File: src/rtl/countnox_arbiter.sv
// Round-robin front end for a shared CountNoX engine: grants one of NREQ
// requesters, drives the engine, watchdogs it, and returns the count to the winner.
module countnox_arbiter #(
  parameter int unsigned NREQ    = 4,
  parameter int unsigned TIMEOUT = 300
) (
  input  logic              clk,
  input  logic              reset,
  input  logic [NREQ-1:0]   req,
  input  logic [8*NREQ-1:0] req_x,
  output logic [NREQ-1:0]   gnt,
  output logic [NREQ-1:0]   rsp_valid,
  output logic [7:0]        rsp_freq,
  output logic              rsp_err,
  output logic              busy,
  output logic              eng_go,
  output logic [7:0]        eng_x,
  input  logic              eng_done,
  input  logic [7:0]        eng_freq
);

  localparam int unsigned IW = $clog2(NREQ);
  localparam int unsigned WW = $clog2(TIMEOUT + 1);

  typedef enum logic [1:0] {IDLE, RUN, RESP, GAP} state_e;

  state_e          state_q;
  logic [IW-1:0]   ptr_q;
  logic [IW-1:0]   win_q;
  logic [WW-1:0]   wd_q;
  logic [NREQ-1:0] gnt_q;
  logic [NREQ-1:0] rsp_valid_q;
  logic [7:0]      rsp_freq_q;
  logic            rsp_err_q;
  logic            busy_q;
  logic            eng_go_q;
  logic [7:0]      eng_x_q;

  logic            win_found;
  logic [IW-1:0]   win_idx;
  logic [IW-1:0]   cand;
  logic [7:0]      win_x;

  // First active requester scanning upward from the round-robin pointer
  always_comb begin
    win_found = 1'b0;
    win_idx   = '0;
    cand      = '0;
    for (int i = 0; i < NREQ; i++) begin
      cand = ptr_q + IW'(i);
      if (!win_found && req[cand]) begin
        win_found = 1'b1;
        win_idx   = cand;
      end
    end
    win_x = req_x[win_idx*8 +: 8];
  end

  always_ff @(posedge clk) begin
    if (!reset) begin
      state_q     <= IDLE;
      ptr_q       <= '0;
      win_q       <= '0;
      wd_q        <= '0;
      gnt_q       <= '0;
      rsp_valid_q <= '0;
      rsp_freq_q  <= 8'h00;
      rsp_err_q   <= 1'b0;
      busy_q      <= 1'b0;
      eng_go_q    <= 1'b0;
      eng_x_q     <= 8'h00;
    end else begin
      gnt_q       <= '0;
      rsp_valid_q <= '0;
      case (state_q)
        IDLE: begin
          if (win_found) begin
            win_q    <= win_idx;
            eng_x_q  <= win_x;
            gnt_q    <= NREQ'(1) << win_idx;
            eng_go_q <= 1'b1;
            busy_q   <= 1'b1;
            wd_q     <= '0;
            state_q  <= RUN;
          end
        end
        RUN: begin
          // Engine completion wins over a watchdog expiry in the same cycle
          if (eng_done) begin
            rsp_freq_q  <= eng_freq;
            rsp_err_q   <= 1'b0;
            rsp_valid_q <= NREQ'(1) << win_q;
            eng_go_q    <= 1'b0;
            state_q     <= RESP;
          end else if (wd_q == WW'(TIMEOUT - 1)) begin
            rsp_freq_q  <= 8'h00;
            rsp_err_q   <= 1'b1;
            rsp_valid_q <= NREQ'(1) << win_q;
            eng_go_q    <= 1'b0;
            state_q     <= RESP;
          end else begin
            wd_q <= wd_q + WW'(1);
          end
        end
        RESP: begin
          ptr_q   <= win_q + IW'(1);
          state_q <= GAP;
        end
        GAP: begin
          busy_q  <= 1'b0;
          state_q <= IDLE;
        end
        default: state_q <= IDLE;
      endcase
    end
  end

  assign gnt       = gnt_q;
  assign rsp_valid = rsp_valid_q;
  assign rsp_freq  = rsp_freq_q;
  assign rsp_err   = rsp_err_q;
  assign busy      = busy_q;
  assign eng_go    = eng_go_q;
  assign eng_x     = eng_x_q;

endmodule

File: config.mk
export PLATFORM = sky130hd
export DESIGN_NAME = countnox_arbiter
export DESIGN_NICKNAME = d
export VERILOG_FILES = /design/src/rtl/countnox_arbiter.sv
export SDC_FILE = /design/constraint.sdc
export NUM_CORES = 1
export LEC_CHECK = 0
export ABC_CLOCK_PERIOD_IN_PS = 2000
export BUFFER_PORTS_ARGS = -buffer_cell sky130_fd_sc_hd__buf_4
export CAP_MARGIN = 20
export CORE_MARGIN = 2
export CORE_UTILIZATION = 44
export DETAILED_ROUTE_END_ITERATION = 8
export GPL_ROUTABILITY_DRIVEN = 0
export PLACE_DENSITY = 0.75
export RECOVER_POWER = 50
export SETUP_SLACK_MARGIN = 0.4
export SLEW_MARGIN = 15
export SYNTH_ARGS = -nofsm -noshare
export SYNTH_HDL_FRONTEND = slang
export SYNTH_SLANG_ARGS = --single-unit
File: constraint.sdc
create_clock -name clk -period 2 [get_ports clk]
set_clock_uncertainty 0.2 [all_clocks]
set_input_delay 0.3 -clock clk [delete_from_list [all_inputs] [get_ports clk]]
set_output_delay 0.3 -clock clk [all_outputs]
set_load 0.02 [all_outputs]
==> results.txt, run 1 <==
R2R Setup Slk: 0.10 ns
Via Count: 2031
Clk Latency, worst-skew pair: 0.31 ns
largest net degree at the start of global routing: 19
Critical Path RT: 1.99 ns
first-pass GRT wire length: 8850 µm
Sink Count: 42
CTS buffer count: 5
pwr dens: 1090 nW/µm²
DR iter-0 viols: 136
Switch Pwr: 1470 µW
Crit Path Class: reg2reg
ys flop type: dfxtp_1
worst vdd ir: 1030 µV
delay of the slowest critical-path stage: 0.48 ns
cell area after synthesis: 2030 µm²
Combinational Power Share: 50.6%
crit end category: register
max_cap viols: 0
post-synthesis async set-or-reset flop share: 0%
Final setup viols: 0
io pins: 74
Worst EP arrival: 1.88 ns
fin crit share: 94.8%
count leader, synth: dfxtp_1
Slew headroom: 67.6%
Port-buffer cells: 73
CP Cell Sequence: ha_4 -> nand2_4 -> o41a_1 -> o211ai_1 -> xor2_1 -> nor2_1
DRC viols: 0
Syn Inst Count: 208
Inserted Diodes: 0
final wirelength: 6820 µm
post-detailed-route via-to-cell ratio: 5.66
crit-path max FO: 6
vias in the first global route: 1849
area delta synth->final: 66.0%
Crit path max-delay family: compound AO/OA/AOI/OAI gates
synth warn: 0
Period minus WS final: 1.90 ns
hold crit path type: in2reg
fin nets: 363
Yosys reg bits: 42
initial core utilization: 46.2%
Die Ht: 71.9 µm
Max Root-Sink Buffers: 2
total grt overflow: 0
Flop pwr share: 30.7%
crit path launch type: register
Die X: 71.9 µm
Hold Slack: 0.0326 ns
fmax: 527 MHz
Mapped Avg Cell Area: 9.74 µm²
core area: 4380 µm²
layout cells sized above 1: 49.2%
largest cells by area after synthesis: dfxtp_1, mux2i_1, ha_1
synth cell count leaders: dfxtp_1, nor2_1, mux2i_1, nand2_1, ha_1
full die area: 5160 µm²
Leakage Power: 0.00130 µW
post-synth top area share: 41.5%
FP Rows: 24
internal power: 2210 µW
Global Route Usage Sum: 22.4%
CTS tree: built
worst slew pin tran: 0.486 ns
Root Driver: clkbuf_8
htree depth: 2
Slew Viols, Final: 0
status: complete, no violations
number of synthesized flops with an enable pin: 0
Final Util: 76.7%
Net Count, Synth: 265
Seq/Total Area, Yosys: 41.5%
Pre-antenna DRT Iters: 4
Yosys cell types: 39
initial antenna violation count: 0
Reg clk slew, reported paths: 0.09 ns
Sw Ratio: 39.9%
wire per inst: 19.0 µm
Buf/Inv on CP: 0
dominant cell type by area after synthesis: dfxtp_1
clock network power share: 18.7%
RSZ-0062 raised after global routing: yes
post-route ant nets: 0
critical-path cell with the highest stage delay: o41a_1
final hold vios: 0
HPWL after detailed placement: 3560 µm
-- layout make-up --
class,count,area [µm²]
inverters,8,38.8
clock buffers,5,68.8
repair buffers,98,727
clock inverters,3,40.0
flip-flops and latches,42,858
well taps,52,65.1
fillers,302,1020
multi-input cells,151,1560
-- worst register-to-register path: cells and delay by family, from the launching register on --
kind	cells	cell delay (ns)
compound gates	2	0.79
flops	1	0.37
fa+ha+maj	1	0.16
simple gates	2	0.11
xor+xnor	1	0.17
-- power by group through the flow --
stage / Sequential, µW / Clock (µW) / Combinational [µW]
3_3_place_gp: 1120 / 0 / 1280
2_1_floorplan: 1250 / 0 / 776
6_report: 1130 / 687 / 1860
3_5_place_dp: 1130 / 0 / 1320
5_1_grt: 1140 / 733 / 1980
4_1_cts: 1120 / 680 / 1680
-- cell usage in the layout, fill, tap and decap left out, drive strengths merged, types with 6 or more instances in the layout --
master	synthesis	layout
o21ai	6	6
clkbuf	5	32
nor2	21	21
and3	8	8
inv	8	7
nor2b	7	7
xor2	7	7
buf	4	71
nand3	6	7
nand2	14	14
o221ai	8	8
a21oi	6	6
dfxtp	42	42
ha	10	10
a22oi	9	9
mux2i	19	19
-- through the flow --
stage | area, µm² | worst slack [ns] | cells | total power [µW] | setup TNS (ns)
2_1_floorplan | 2110 | 0.260 | 208 | 2030 | 0
3_3_place_gp | 2740 | -0.00979 | 331 | 2410 | -0.00979
3_5_place_dp | 2740 | -0.0534 | 331 | 2450 | -0.167
4_1_cts | 3190 | 0.199 | 352 | 3480 | 0
5_1_grt | 3360 | 0.0393 | 359 | 3850 | 0
6_report | 3360 | 0.104 | 359 | 3670 | 0
-- routing by layer --
| layer | track usage, % | up-vias | part of all wire, % |
|---|---|---|---|
| li1 | - | 948 | - |
| met1 | 30.1 | 982 | 40 |
| met2 | 36.0 | 80 | 52 |
| met3 | 4.50 | 21 | 5.2 |
| met4 | 7.76 | 0 | 3.2 |
| met5 | 0 | - | 0 |
-- worst paths after layout --
kind	start	to	cells past startpoint
hold reg to reg	eng_x[1]	eng_x[1]	2
setup reg to reg	wd_q[0]	wd_q[4]	6
setup / recovery	wd_q[0]	wd_q[4]	6
hold / removal	eng_freq[0]	rsp_freq[0]	3
-- repair_timing --
item,4_1_cts,5_1_grt
cloned,5,0
setup buffers,8,7
hold buffers,0,0
endpoints found under the setup margin,37,38
resized for setup,41,45
pin swaps,16,31
-- sequential cells by signal, summed over array words and instances (netlist names) --
signal     cells
eng_x          8
state_q        2
win_q          2
rsp_freq       8
gnt            4
busy           1
rsp_valid      4
ptr_q          2
eng_go         1
wd_q           9
rsp_err        1
-- cell families after synthesis --
| logic type | count (synthesis) | share of synthesized area, % |
|---|---|---|
| compound gates | 41 | 17.3 |
| buf+inv | 17 | 3.77 |
| xor+xnor | 7 | 3.03 |
| flops | 42 | 41.5 |
| fa+ha+maj | 10 | 6.18 |
| simple gates | 72 | 18.8 |
| mux | 19 | 9.39 |
Note: power is estimated with default switching activity, not from simulation.
==> inputs of run 2 (changes only) <==
--- a/config.mk
+++ b/config.mk
@@ -14,2 +14,3 @@
 export GPL_ROUTABILITY_DRIVEN = 0
+export HOLD_SLACK_MARGIN = 0.06
 export PLACE_DENSITY = 0.75
==> constraint.sdc (replaced) <==
create_clock -name clk -period 2 [get_ports clk]
set_clock_uncertainty 0.2 [all_clocks]
set_input_delay 0.4 -clock clk [delete_from_list [all_inputs] [get_ports clk]]
set_output_delay 0.4 -clock clk [all_outputs]
set_load 0.02 [all_outputs]
==> results.txt, run 2 (synthesis results as in run 1) <==
status: complete, no violations
Root Driver: clkbuf_8
CTS buffer count: 5 (unchanged)
Worst Slack Setup Final: 0.214 ns (+0.110 ns)
Slew Viols, Final: 0 (unchanged)
Critical Path RT: 1.96 ns (-0.03 ns)
Fillers: 339 (+12%)
Global Route Usage Sum: 19.4% (-3.1 points)
pwr dens: 1060 nW/µm² (-2.9%)
Pre-antenna DRT Iters: 4 (unchanged)
fin crit share: 89.3% (-5.5 points)
FP Rows: 24 (unchanged)
commonest non-fill, non-tap cell in the layout: buf_4
io pins: 74 (unchanged)
finished layout cell area: 3130 µm² (-7.0%)
Clk Latency, worst-skew pair: 0.28 ns (-0.03 ns)
hold crit path type: in2reg
max_cap viols: 0 (unchanged)
pre-CTS WS: -0.0120 ns (+0.0414 ns)
total grt overflow: 0 (unchanged)
Port-buffer cells: 73 (unchanged)
area delta synth->final: 54.4%
r2r worst-path depth: 7 (+1)
CP Cell Sequence: inv_4 -> ha_4 -> nand2b_4 -> a221oi_4 -> nand3_1 -> xor2_1 -> nor2_1
Leakage Power: 0.00123 µW (-4.6%)
fmax: 560 MHz (+6.2%)
layout cells sized above 1: 45.2% (-4.0 points)
Final Util: 71.3% (-5.3 points)
crit path launch type: register
r2r startpoint: state_q[1]
fin nets: 360 (-0.83%)
core area: 4380 µm² (unchanged)
Hold EP: rsp_freq[3]
Inserted Diodes: 0 (unchanged)
first-pass GRT wire length: 8020 µm (-9.4%)
Via Count: 1925 (-5.2%)
max reg flops: 9 (unchanged)
htree depth: 2 (unchanged)
CTS tree: built
Crit Reg-Reg Endpoint: wd_q[6]
Crit path max-delay family: simple AND/OR/NAND/NOR gates
Final setup viols: 0 (unchanged)
final wirelength: 5820 µm (-15%)
DR iter-0 viols: 87 (-36%)
crit-path max FO: 6 (unchanged)
worst slew pin tran: 0.334 ns (-0.152 ns)
wire per inst: 16.4 µm (-14%)
Sink Count: 42 (unchanged)
RSZ-0062 raised after global routing: yes
Die Ht: 71.9 µm (unchanged)
HPWL after detailed placement: 3580 µm (+0.47%)
post-route ant nets: 0 (unchanged)
DP Area: 2770 µm² (+1.3%)
Reg clk slew, reported paths: 0.07 ns (-0.02 ns)
full die area: 5160 µm² (unchanged)
hold_sp: eng_freq[3]
Hold Crit Depth: 3 (unchanged)
Slew headroom: 77.6% (+10 points)
Max Root-Sink Buffers: 2 (unchanged)
Die X: 71.9 µm (unchanged)
Crit Path Class: reg2reg
delay of the slowest critical-path stage: 0.35 ns (-0.13 ns)
critical-path cell with the highest stage delay: dfxtp_2
R2R Setup Slk: 0.21 ns (+0.11 ns)
DRC viols: 0 (unchanged)
initial antenna violation count: 0 (unchanged)
worst vdd ir: 622 µV (-40%)
most frequent cells in the layout: buf_4, dfxtp_1, clkbuf_1
post-detailed-route via-to-cell ratio: 5.42 (-4.2%)
Biggest register: wd_q
crit end category: register
final hold vios: 0 (unchanged)
initial core utilization: 46.2% (unchanged)
Buf/Inv on CP: 1 (+1)
vias in the first global route: 1773 (-4.1%)
Period minus WS final: 1.79 ns (-0.110 ns)
largest net degree at the start of global routing: 21 (+2)
Worst EP arrival: 1.75 ns (-0.13 ns)
run 2: cell types whose count changed in the layout (fill, tap and decap cells not counted), moves of 3 or more:
cell | before | now
clkbuf_1 | 27 | 30
mux2i_4 | 12 | 2
mux2i_1 | 5 | 14
buf_16 | 3 | 0
run 2: area by class of cell:
class | count | area, µm² | area share, %
tap | 52 | 65.1 | 2.08
sequential | 42 | 861 | 27.5
clock buffer | 7 | 76.3 | 2.44
multi-input combinational | 149 | 1410 | 45.2
inverter | 8 | 35.0 | 1.12
timing repair buffer | 97 | 677 | 21.6
run 2: metal layers:
layer	vias up	global-route usage, %	part of all wire [%]
met5	-	0	0
met4	0	6.92	2.6
met3	12	4.36	3.9
met2	53	33.4	53
met1	922	23.6	40
li1	938	-	-
run 2: worst reg2reg max path: cells and delay by family, from the launching register on:
family,cells,cell delay (ns)
XOR/XNOR,1,0.18
AO/OA/AOI/OAI,1,0.32
AND/OR/NAND/NOR,3,0.37
flip-flops,1,0.35
adder cells (fa/ha/maj),1,0.19
buffers and inverters,1,0.05
run 2: what timing repair did:
action / 4_1_cts / 5_1_grt
cloned: 0 / 1
setup buffers: 11 / 3
hold buffers: 0 / 0
gates resized for setup: 24 / 38
endpoints found under the setup margin: 37 / 38
pin swaps: 13 / 21
run 2: how the worst max path moves through the flow:
stage               cells after the start       start  slack (ns)  endpoint
CTS                                     5     wd_q[2]        0.25   wd_q[4]
detailed placement                      7      req[1]       -0.01  eng_x[6]
floorplan                               6      req[1]        0.17  eng_x[6]
global route                            7  state_q[1]        0.10   wd_q[6]
finish                                  7  state_q[1]        0.21   wd_q[6]
global placement                        7      req[1]        0.02  eng_x[6]
run 2: stage by stage:
| step | power (µW) | hold WS (ns) | std cells | TNS (ns) |
|---|---|---|---|---|
| after floorplan | 2010 | 0.276 | 208 | 0 |
| after global placement | 2440 | 0.248 | 333 | 0 |
| after detailed placement | 2470 | 0.252 | 333 | -0.0120 |
| after CTS | 3190 | 0.148 | 351 | 0 |
| after global routing | 3490 | 0.153 | 355 | 0 |
| final | 3320 | 0.145 | 355 | 0 |
run 2: report_power, final:
| part | internal [µW] | switching (µW) | leakage, µW | total (µW) |
|---|---|---|---|---|
| combinational | 769 | 925 | 0.000849 | 1690 |
| sequential | 1010 | 112 | 0.000348 | 1120 |
| clock | 241 | 265 | 0.0000383 | 505 |
